**src/rtl/cntr_pkg.sv**
```systemverilog
// Shared constants for the up/down counter family: default width and terminal value.
// Pure declarations; no logic, latency or flow control.
package cntr_pkg;

    localparam int CNTR_WIDTH = 4;

    // Default terminal value for a counter of width w: all ones.
    function automatic int cntr_max(input int w);
        return (1 << w) - 1;
    endfunction

endpackage

```
**src/rtl/up_cntr_if.sv**
```systemverilog
// Control/status bundle of the up-counter: enable, load, overflow clear in; count, tc, ovf out.
// Plain wires; the slave registers every input on the next rising edge, and there is no backpressure.
interface up_cntr_if
    import cntr_pkg::*;
#(
    parameter int WIDTH = CNTR_WIDTH
);
    logic             en;
    logic             load;
    logic [WIDTH-1:0] ld_val;
    logic             clr_ovf;
    logic [WIDTH-1:0] z;
    logic             tc;
    logic             ovf;

    modport master (
        output en, load, ld_val, clr_ovf,
        input  z, tc, ovf
    );

    modport slave (
        input  en, load, ld_val, clr_ovf,
        output z, tc, ovf
    );
endinterface

```
**src/rtl/up_cntr_add_one.sv**
```systemverilog
// Combinational incrementer: y = x+1 at WIDTH+1 bits, at_max flags that x+1 would pass MAX_VAL.
// Zero latency; no flow control.
module add_one #(
    parameter int WIDTH   = 4,
    parameter int MAX_VAL = 15
) (
    input  logic [WIDTH-1:0] i_x,
    output logic [WIDTH-1:0] o_y,
    output logic             o_at_max
);
    localparam logic [WIDTH:0] MAXV = (WIDTH+1)'(MAX_VAL);

    logic [WIDTH:0] w_sum;

    assign w_sum    = {1'b0, i_x} + {{WIDTH{1'b0}}, 1'b1};
    // Wrap is decided by the compare, so a non-power-of-two MAX_VAL needs no 2^WIDTH rollover.
    assign o_at_max = (w_sum > MAXV);
    assign o_y      = w_sum[WIDTH-1:0];
endmodule

```
**src/rtl/up_cntr.sv**
```systemverilog
// Synchronous up-counter 0..MAX_VAL with clamped load, tc pulse and sticky ovf; SATURATE_EN holds at MAX_VAL.
// One-edge latency from every input to z/tc/ovf; always ready, no backpressure.
module up_cntr
    import cntr_pkg::*;
#(
    parameter int WIDTH   = CNTR_WIDTH,
    parameter int MAX_VAL = cntr_max(WIDTH)
) (
    input  logic     clk,
    input  logic     reset,
    up_cntr_if.slave bus
);
    localparam logic [WIDTH:0] MAXV = (WIDTH+1)'(MAX_VAL);

    logic [WIDTH-1:0] r_z;
    logic             r_tc;
    logic             r_ovf;
    logic [WIDTH-1:0] w_inc;
    logic             w_at_max;
    logic [WIDTH-1:0] w_ld_clamp;

    add_one #(
        .WIDTH   (WIDTH),
        .MAX_VAL (MAX_VAL)
    ) u_add_one (
        .i_x      (r_z),
        .o_y      (w_inc),
        .o_at_max (w_at_max)
    );

    assign w_ld_clamp = ({1'b0, bus.ld_val} > MAXV) ? MAXV[WIDTH-1:0] : bus.ld_val;

    always_ff @(posedge clk) begin
        if (!reset) begin
            r_z   <= '0;
            r_tc  <= 1'b0;
            r_ovf <= 1'b0;
        end else begin
            r_tc <= 1'b0;
            if (bus.clr_ovf) begin
                r_ovf <= 1'b0;
            end
            // Later assignments below let a wrap/saturation set override a same-edge clear.
            if (bus.load) begin
                r_z <= w_ld_clamp;
            end else if (bus.en) begin
                if (w_at_max) begin
`ifdef SATURATE_EN
                    r_ovf <= 1'b1;
`else
                    r_z   <= '0;
                    r_tc  <= 1'b1;
                    r_ovf <= 1'b1;
`endif
                end else begin
                    r_z <= w_inc;
                end
            end
        end
    end

    assign bus.z   = r_z;
    assign bus.tc  = r_tc;
    assign bus.ovf = r_ovf;
endmodule
```
**src/flat_wrapper.sv**
```systemverilog
// flat-port wrapper written by rule: the top's interface ports become plain ports
module up_cntr_flat import cntr_pkg::*;
#(
    parameter int WIDTH   = CNTR_WIDTH,
    parameter int MAX_VAL = cntr_max(WIDTH)
)
  (clk, reset, bus_en, bus_load, bus_ld_val, bus_clr_ovf, bus_z, bus_tc, bus_ovf);
  up_cntr_if #(.WIDTH(WIDTH)) bus_i ();
  input  logic clk;
  input  logic reset;
  input wire logic [$bits(bus_i.en)-1:0] bus_en;
  input wire logic [$bits(bus_i.load)-1:0] bus_load;
  input wire logic [$bits(bus_i.ld_val)-1:0] bus_ld_val;
  input wire logic [$bits(bus_i.clr_ovf)-1:0] bus_clr_ovf;
  output wire logic [$bits(bus_i.z)-1:0] bus_z;
  output wire logic [$bits(bus_i.tc)-1:0] bus_tc;
  output wire logic [$bits(bus_i.ovf)-1:0] bus_ovf;
  assign bus_i.en = bus_en;
  assign bus_i.load = bus_load;
  assign bus_i.ld_val = bus_ld_val;
  assign bus_i.clr_ovf = bus_clr_ovf;
  assign bus_z = bus_i.z;
  assign bus_tc = bus_i.tc;
  assign bus_ovf = bus_i.ovf;
  up_cntr #(.WIDTH(WIDTH), .MAX_VAL(MAX_VAL)) u_core (.clk(clk), .reset(reset), .bus(bus_i));
endmodule
```
**config.mk**
```make
export PLATFORM = sky130hd
export DESIGN_NAME = up_cntr_flat
export DESIGN_NICKNAME = d
export VERILOG_FILES = /design/src/rtl/cntr_pkg.sv /design/src/rtl/up_cntr_if.sv /design/src/rtl/up_cntr_add_one.sv /design/src/rtl/up_cntr.sv /design/src/flat_wrapper.sv
export SDC_FILE = /design/constraint.sdc
export NUM_CORES = 1
export LEC_CHECK = 0
export ABC_AREA = 1
export ABC_CLOCK_PERIOD_IN_PS = 3500
export CELL_PAD_IN_SITES_DETAIL_PLACEMENT = 1
export CELL_PAD_IN_SITES_GLOBAL_PLACEMENT = 1
export CORE_AREA = 3 3 40 42
export CTS_CLUSTER_DIAMETER = 30
export DETAILED_ROUTE_END_ITERATION = 10
export DIE_AREA = 0 0 43 45
export PLACE_DENSITY = 0.84
export SYNTH_ARGS = -nofsm -noshare
export SYNTH_HDL_FRONTEND = slang
export SYNTH_SLANG_ARGS = --single-unit
```
**constraint.sdc**
```tcl
create_clock -name clk -period 3.5 [get_ports clk]
set_input_delay 0.7 -clock clk [delete_from_list [all_inputs] [get_ports clk]]
set_output_delay 0.7 -clock clk [all_outputs]
set_load 0.005 [all_outputs]
```
==> metrics <==
status=complete, no violations; Worst-Skew Late Latency=0.24 ns; cell total after placement=80; Post-DP Area=526 µm²; fraction of layout cells with a size suffix above 1=16.2%; Gate Count Post-Synth=51; antenna diode count=0; grt total ovfl=0; cell chosen for the clock root=sky130_fd_sc_hd__clkbuf_4; number of warnings printed during yosys synthesis=0; RD Place Congestion=0.746; Clock H-tree levels=1; post-synth design cell area=367 µm²; clock buffer count from CTS=3; Critical Path RT=2.80 ns; count of unique library cells instantiated by Yosys=13; standard cell core area=1280 µm²; vias per cell=4.75; Finished Core Util=42.6%; wire length of the first global-routing pass=1690 µm; initial detailed-routing violation count=6; largest family of logic cells by synthesized area=simple AND/OR/NAND/NOR gates; RSZ-0062 raised after global routing=no; maximum net fanout on the critical path=8; # resized after CTS=0; number of max-slew violations in the final report=0; CP Cell Sequence=clkdlybuf4s50_1; Peak supply drop=331 µV; Slew HR=81.6%; Total GRT Usage=11.6%; maximum buffer depth of the clock tree=2; total number of nets in the final design=81; wire length after detailed routing=1000 µm; Die Height=45 µm; share of synthesized area occupied by flip-flops and latches=32.8%; post-route DRC violation count=0; FMAX=507 MHz; finished layout cell area=548 µm²; Critical Path Max Stage Delay=0.56 ns; num ports=15; Bufs and invs on worst path=1; TritonCTS clock tree=done; adder and majority cell fraction of the synthesized area=6.83%; antenna violations before repair=0; floorplan row count=13; maximum number of pins on one net before global-route repair=9; transition time of the tightest slew-check pin=0.275 ns; type of the tightest min-delay check=reg -> reg; Post-Synthesis Net Count=62; Avg Cell Area, Syn=7.19 µm²; leak pwr=0.230 nW; total of buffers placed on input and output ports=14; total power per unit cell area=319 nW/µm²; Period Utilization, post-route=56.3%; max_cap viols=0; horizontal die dimension=43 µm; kind of critical path=reg -> out; CTS clk-pin slew, worst paths=0.04 ns; count of final hold-check violations=0; total number of vias=394; Setup Buffers After CTS=0; starting density of the core=28.5%; Final setup violation count=0; Synth Area in Compound Gates=16.0%; Arr. time, crit path=1.27 ns; Setup TNS Final=0 ns; number of cells in the finished layout apart from fillers=83; category of the worst setup path launch point=flip-flop; FF+latch count, synth=6; capturing element type of the critical path=primary output; Setup Skew=0.00451 ns; die area=1940 µm²; Area Overhead vs Synth=49.5%; fraction of synthesized cell area in xor and xnor cells=0%; standard cell with the maximum stage delay on the critical path=sky130_fd_sc_hd__clkdlybuf4s50_1; count of hold buffers inserted by post-cts repair=0; largest delay contributor family on the critical path=buffers and inverters; FF-to-FF setup slack=2.02 ns; routed length per instance=12.1 µm; number of global-route vias before repair=410; Initial DRT Pass Iterations=3; final antenna-violating net count=0; sinks on the clock net=6; basic-gate share of the synthesized area counting and, or, nand and nor cells=35.2%; fraction of synthesized area in multiplexers=0%; post-detail-place hpwl=800 µm; post-route minimum period=1.97 ns
## logic make-up after synthesis
group,Yosys count
simple gates,25
fa+ha+maj,2
buf+inv,9
compound gates,9
flops,6
## synth_stat cells
library cell              n  share of area (%)
sky130_fd_sc_hd__o21ai_2  1                2.4
sky130_fd_sc_hd__ha_1     2                6.8
sky130_fd_sc_hd__dfxtp_1  6                 33
sky130_fd_sc_hd__nand2_2  4                6.8
sky130_fd_sc_hd__nand4_1  3                5.1
sky130_fd_sc_hd__nor2_1   5                5.1
sky130_fd_sc_hd__nor2_2   2                3.4
sky130_fd_sc_hd__a21oi_1  4                5.5
sky130_fd_sc_hd__a22oi_1  4                8.2
sky130_fd_sc_hd__nand2_1  5                5.1
sky130_fd_sc_hd__inv_1    9                9.2
sky130_fd_sc_hd__nand3_1  5                6.8
sky130_fd_sc_hd__nand3_2  1                2.7
## worst paths after layout
path                                 from                   endpoint  depth (start not counted)
max          u_core.bus.z[0]$_SDFFE_PN0P_                   bus_z[0]                          1
min reg2reg     u_core.bus.ovf$_SDFF_PN0_  u_core.bus.ovf$_SDFF_PN0_                          2
max reg2reg  u_core.bus.z[0]$_SDFFE_PN0P_  u_core.bus.ovf$_SDFF_PN0_                          9
min             u_core.bus.ovf$_SDFF_PN0_  u_core.bus.ovf$_SDFF_PN0_                          2
## cells in the final DEF (no fill, tap or decap)
| cell | synthesis | routed |
|---|---|---|
| sky130_fd_sc_hd__nand3_1 | 5 | 5 |
| sky130_fd_sc_hd__nand3_2 | 1 | 1 |
| sky130_fd_sc_hd__dfxtp_1 | 6 | 6 |
| sky130_fd_sc_hd__nor2_2 | 2 | 2 |
| sky130_fd_sc_hd__clkbuf_4 | 0 | 3 |
| sky130_fd_sc_hd__inv_1 | 9 | 9 |
| sky130_fd_sc_hd__nor2_1 | 5 | 5 |
| sky130_fd_sc_hd__o21ai_2 | 1 | 1 |
| sky130_fd_sc_hd__nand2_1 | 5 | 5 |
| sky130_fd_sc_hd__ha_1 | 2 | 2 |
| sky130_fd_sc_hd__a22oi_1 | 4 | 4 |
| sky130_fd_sc_hd__a21oi_1 | 4 | 4 |
| sky130_fd_sc_hd__clkdlybuf4s50_1 | 0 | 14 |
| sky130_fd_sc_hd__nand4_1 | 3 | 3 |
| sky130_fd_sc_hd__nand2_2 | 4 | 4 |
## area by class of cell
type                    count  area, µm²
clock buffers               3       22.5
fillers                   170        737
inverters                   9       33.8
multi-input cells          36        213
flip-flops and latches      6        120
well taps                  15       18.8
repair buffers             14        140
## sequential cells by signal, indices dropped and copies added (netlist names)
| name | count |
|---|---|
| u_core.bus.ovf | 1 |
| u_core.bus.tc | 1 |
| u_core.bus.z | 4 |
## metrics by stage
stage          total power, mW  hold WS [ns]  setup slack (ns)
5_1_grt                  0.190         0.502              1.45
3_5_place_dp             0.115         0.464              1.54
3_3_place_gp             0.114         0.461              1.62
2_1_floorplan           0.0941         0.463              2.16
4_1_cts                  0.179         0.477              1.51
6_report                 0.175         0.475              1.53
## power breakdown
group | switching (mW) | internal, mW
sequential | 0.00555 | 0.0717
combinational | 0.0160 | 0.0204
clock | 0.0226 | 0.0386
total | 0.0441 | 0.131
## layer usage
layer	GRT usage [%]	share of wire, %	vias to the layer above
li1	-	-	204
met1	12.0	45	175
met2	22.2	47	15
met3	5.18	8.2	0
met4	1.81	0	0
met5	0	0	-
No activity file was read; power rests on OpenSTA's default activity.
==> variant, RTL diff (same settings) <==
Add a define of `SATURATE_EN`.
--- a/src/rtl/up_cntr.sv
+++ b/src/rtl/up_cntr.sv
@@ -1,4 +1,6 @@
 // Synchronous up-counter 0..MAX_VAL with clamped load, tc pulse and sticky ovf; SATURATE_EN holds at MAX_VAL.
 // One-edge latency from every input to z/tc/ovf; always ready, no backpressure.
+`define SATURATE_EN
+
 module up_cntr
     import cntr_pkg::*;
Check against the original RTL: not equivalent (Yosys sat finds a counterexample within 4 cycles, from zero or initial values and one cycle with reset low).
==> variant against the original RTL <==
Hold slack got worse by 0.0031 ns; core utilization down 0.19 points; cell area is 0.46% lower; wire length down 4.9%; worst setup slack gained 0.0058 ns; total power is 2.6% lower; combinational power up 8.5%; sequential power is 14% lower; sequential cell count decreased by 1; synthesized area increased by 4.4%; first-iteration DRC count decreased by 83%; critical path depth stayed put; highest routed layer is now met4.
==> variant: results (changes against the original RTL) <==
Outcome - finished clean
Post-CTS Setup Bufs - 0 (unchanged)
Slowest cell on the critical path - clkdlybuf4s50_1
CTS Buffer Depth - 2 (unchanged)
Iteration-0 DRC Markers - 1 (-5)
Critical path fanouts, max - 8 (unchanged)
Ranking of synthesized cells by area - dfxtp_1 (26%), nand2_1 (15%), inv_1 (11%)
H-tree levels - 1 (unchanged)
Hold Path Origin - u_core.bus.ovf
Synth unique cells - 15 (+2)
Seq/Total Area, Yosys - 0.261 (-0.0662)
Clk pin slew, worst setup/hold paths - 0.04 ns (about the same)
First-pass GRT wire length - 1670 um (-1.2%)
Synth warn - 0 (unchanged)
Ys flop type - dfxtp_1
Fin nets - 87 (+7.4%)
Remaining Overflow, GRT - 0 (unchanged)
Maximum vdd drop - 0.171 mV (-48%)
Synth top cells by count - nand2_1 (15), inv_1 (11), nand3_1 (6)
Vias per cell - 4.57 (-3.8%)
Ant. Diodes - 0 (unchanged)
Min-delay worst type - flop to flop
Skew final - 0.00110 ns (-0.00341 ns)
Synthesized Nets - 71 (+15%)
Vias in the first global route - 422 (+2.9%)
GP Congestion - 0.711 (-4.6%)
Number of flip-flops in the largest register - 4 (unchanged)
Worst Setup SP - u_core.bus.z[0]
Root buffer cell - clkbuf_4
Global Route Usage Sum - 0.116 (-0.000639)
Post-CTS resize count - 0 (unchanged)
LEAKAGE - 0.239 nW (+3.8%)
Number of antenna violations at the first check in global routing - 0 (unchanged)
HPWL Detailed - 827 um (+3.3%)
Largest net degree at the start of global routing - 10 (+1)
Per-cell routed wire length - 10.6 um (-12%)
Pre-CTS WS - 1.67 ns (+0.125 ns)
Critical Path Max Stage Delay - 0.56 ns (about the same)
Share of cells above drive strength 1 - 0.120 (-0.0418)
IO Port Bufs - 13 (-1)
Worst-Skew Late Latency - 0.24 ns (about the same)
Crit path arrival time - 1.27 ns (about the same)
Inserted Clock Buffers - 3 (unchanged)
Initial DRT Pass Iterations - 2 (-1)
-- variant: cell count changes after synthesis, moves of 2 or more --
cell     before  now
nor2_1        5    2
o21ai_0       0    3
a22oi_1       4    0
inv_1         9   11
nor2_2        2    0
nand2_1       5   15
-- variant: cell type report --
class / instances / area [sq um]
fillers: 175 / 739
multi-input cells: 42 / 229
repair buffers: 13 / 130
flip-flops and latches: 5 / 100
inverters: 11 / 41.3
clock buffers: 4 / 26.3
well taps: 15 / 18.8
-- variant: cells by family after synthesis --
family / count (synthesis) / share of synthesized area
buffers and inverters: 13 / 0.141
flip-flops: 5 / 0.261
adder cells (fa/ha/maj): 2 / 0.0653
AND/OR/NAND/NOR: 31 / 0.418
other: 1 / 0.00979
AO/OA/AOI/OAI: 8 / 0.105
-- variant: path summary, 6_finish.rpt --
check | end | slack, ns | cells past startpoint
worst min-delay path | u_core.bus.ovf | 0.47 | 2
worst max register to register | u_core.bus.z[2] | 1.87 | 9
worst max-delay path | bus_z[0] | 1.53 | 1
worst min register to register | u_core.bus.ovf | 0.47 | 2
-- variant: stage by stage --
step | total power [W] | area, sq um | cells
finish | 0.000170 | 546 | 90
global route | 0.000185 | 546 | 90
CTS | 0.000175 | 546 | 90
detailed placement | 0.000107 | 519 | 86
global placement | 0.000106 | 519 | 86
floorplan | 0.0000876 | 383 | 60
-- variant: routing by layer --
metal / routed length [um] / vias up / track usage
li1: - / 215 / -
met1: 403 / 189 / 0.133
met2: 513 / 5 / 0.198
met3: 23 / 2 / 0.0120
met4: 13 / 0 / 0.0904
met5: 0 / - / 0
-- variant: where the power goes --
part	total (W)	leakage (nW)	internal, W	switching [W]
Sequential	0.0000662	0.0411	0.0000605	0.00000569
Clock	0.0000646	0.0150	0.0000430	0.0000217
Combinational	0.0000395	0.183	0.0000212	0.0000183
Total	0.000170	0.239	0.000125	0.0000456
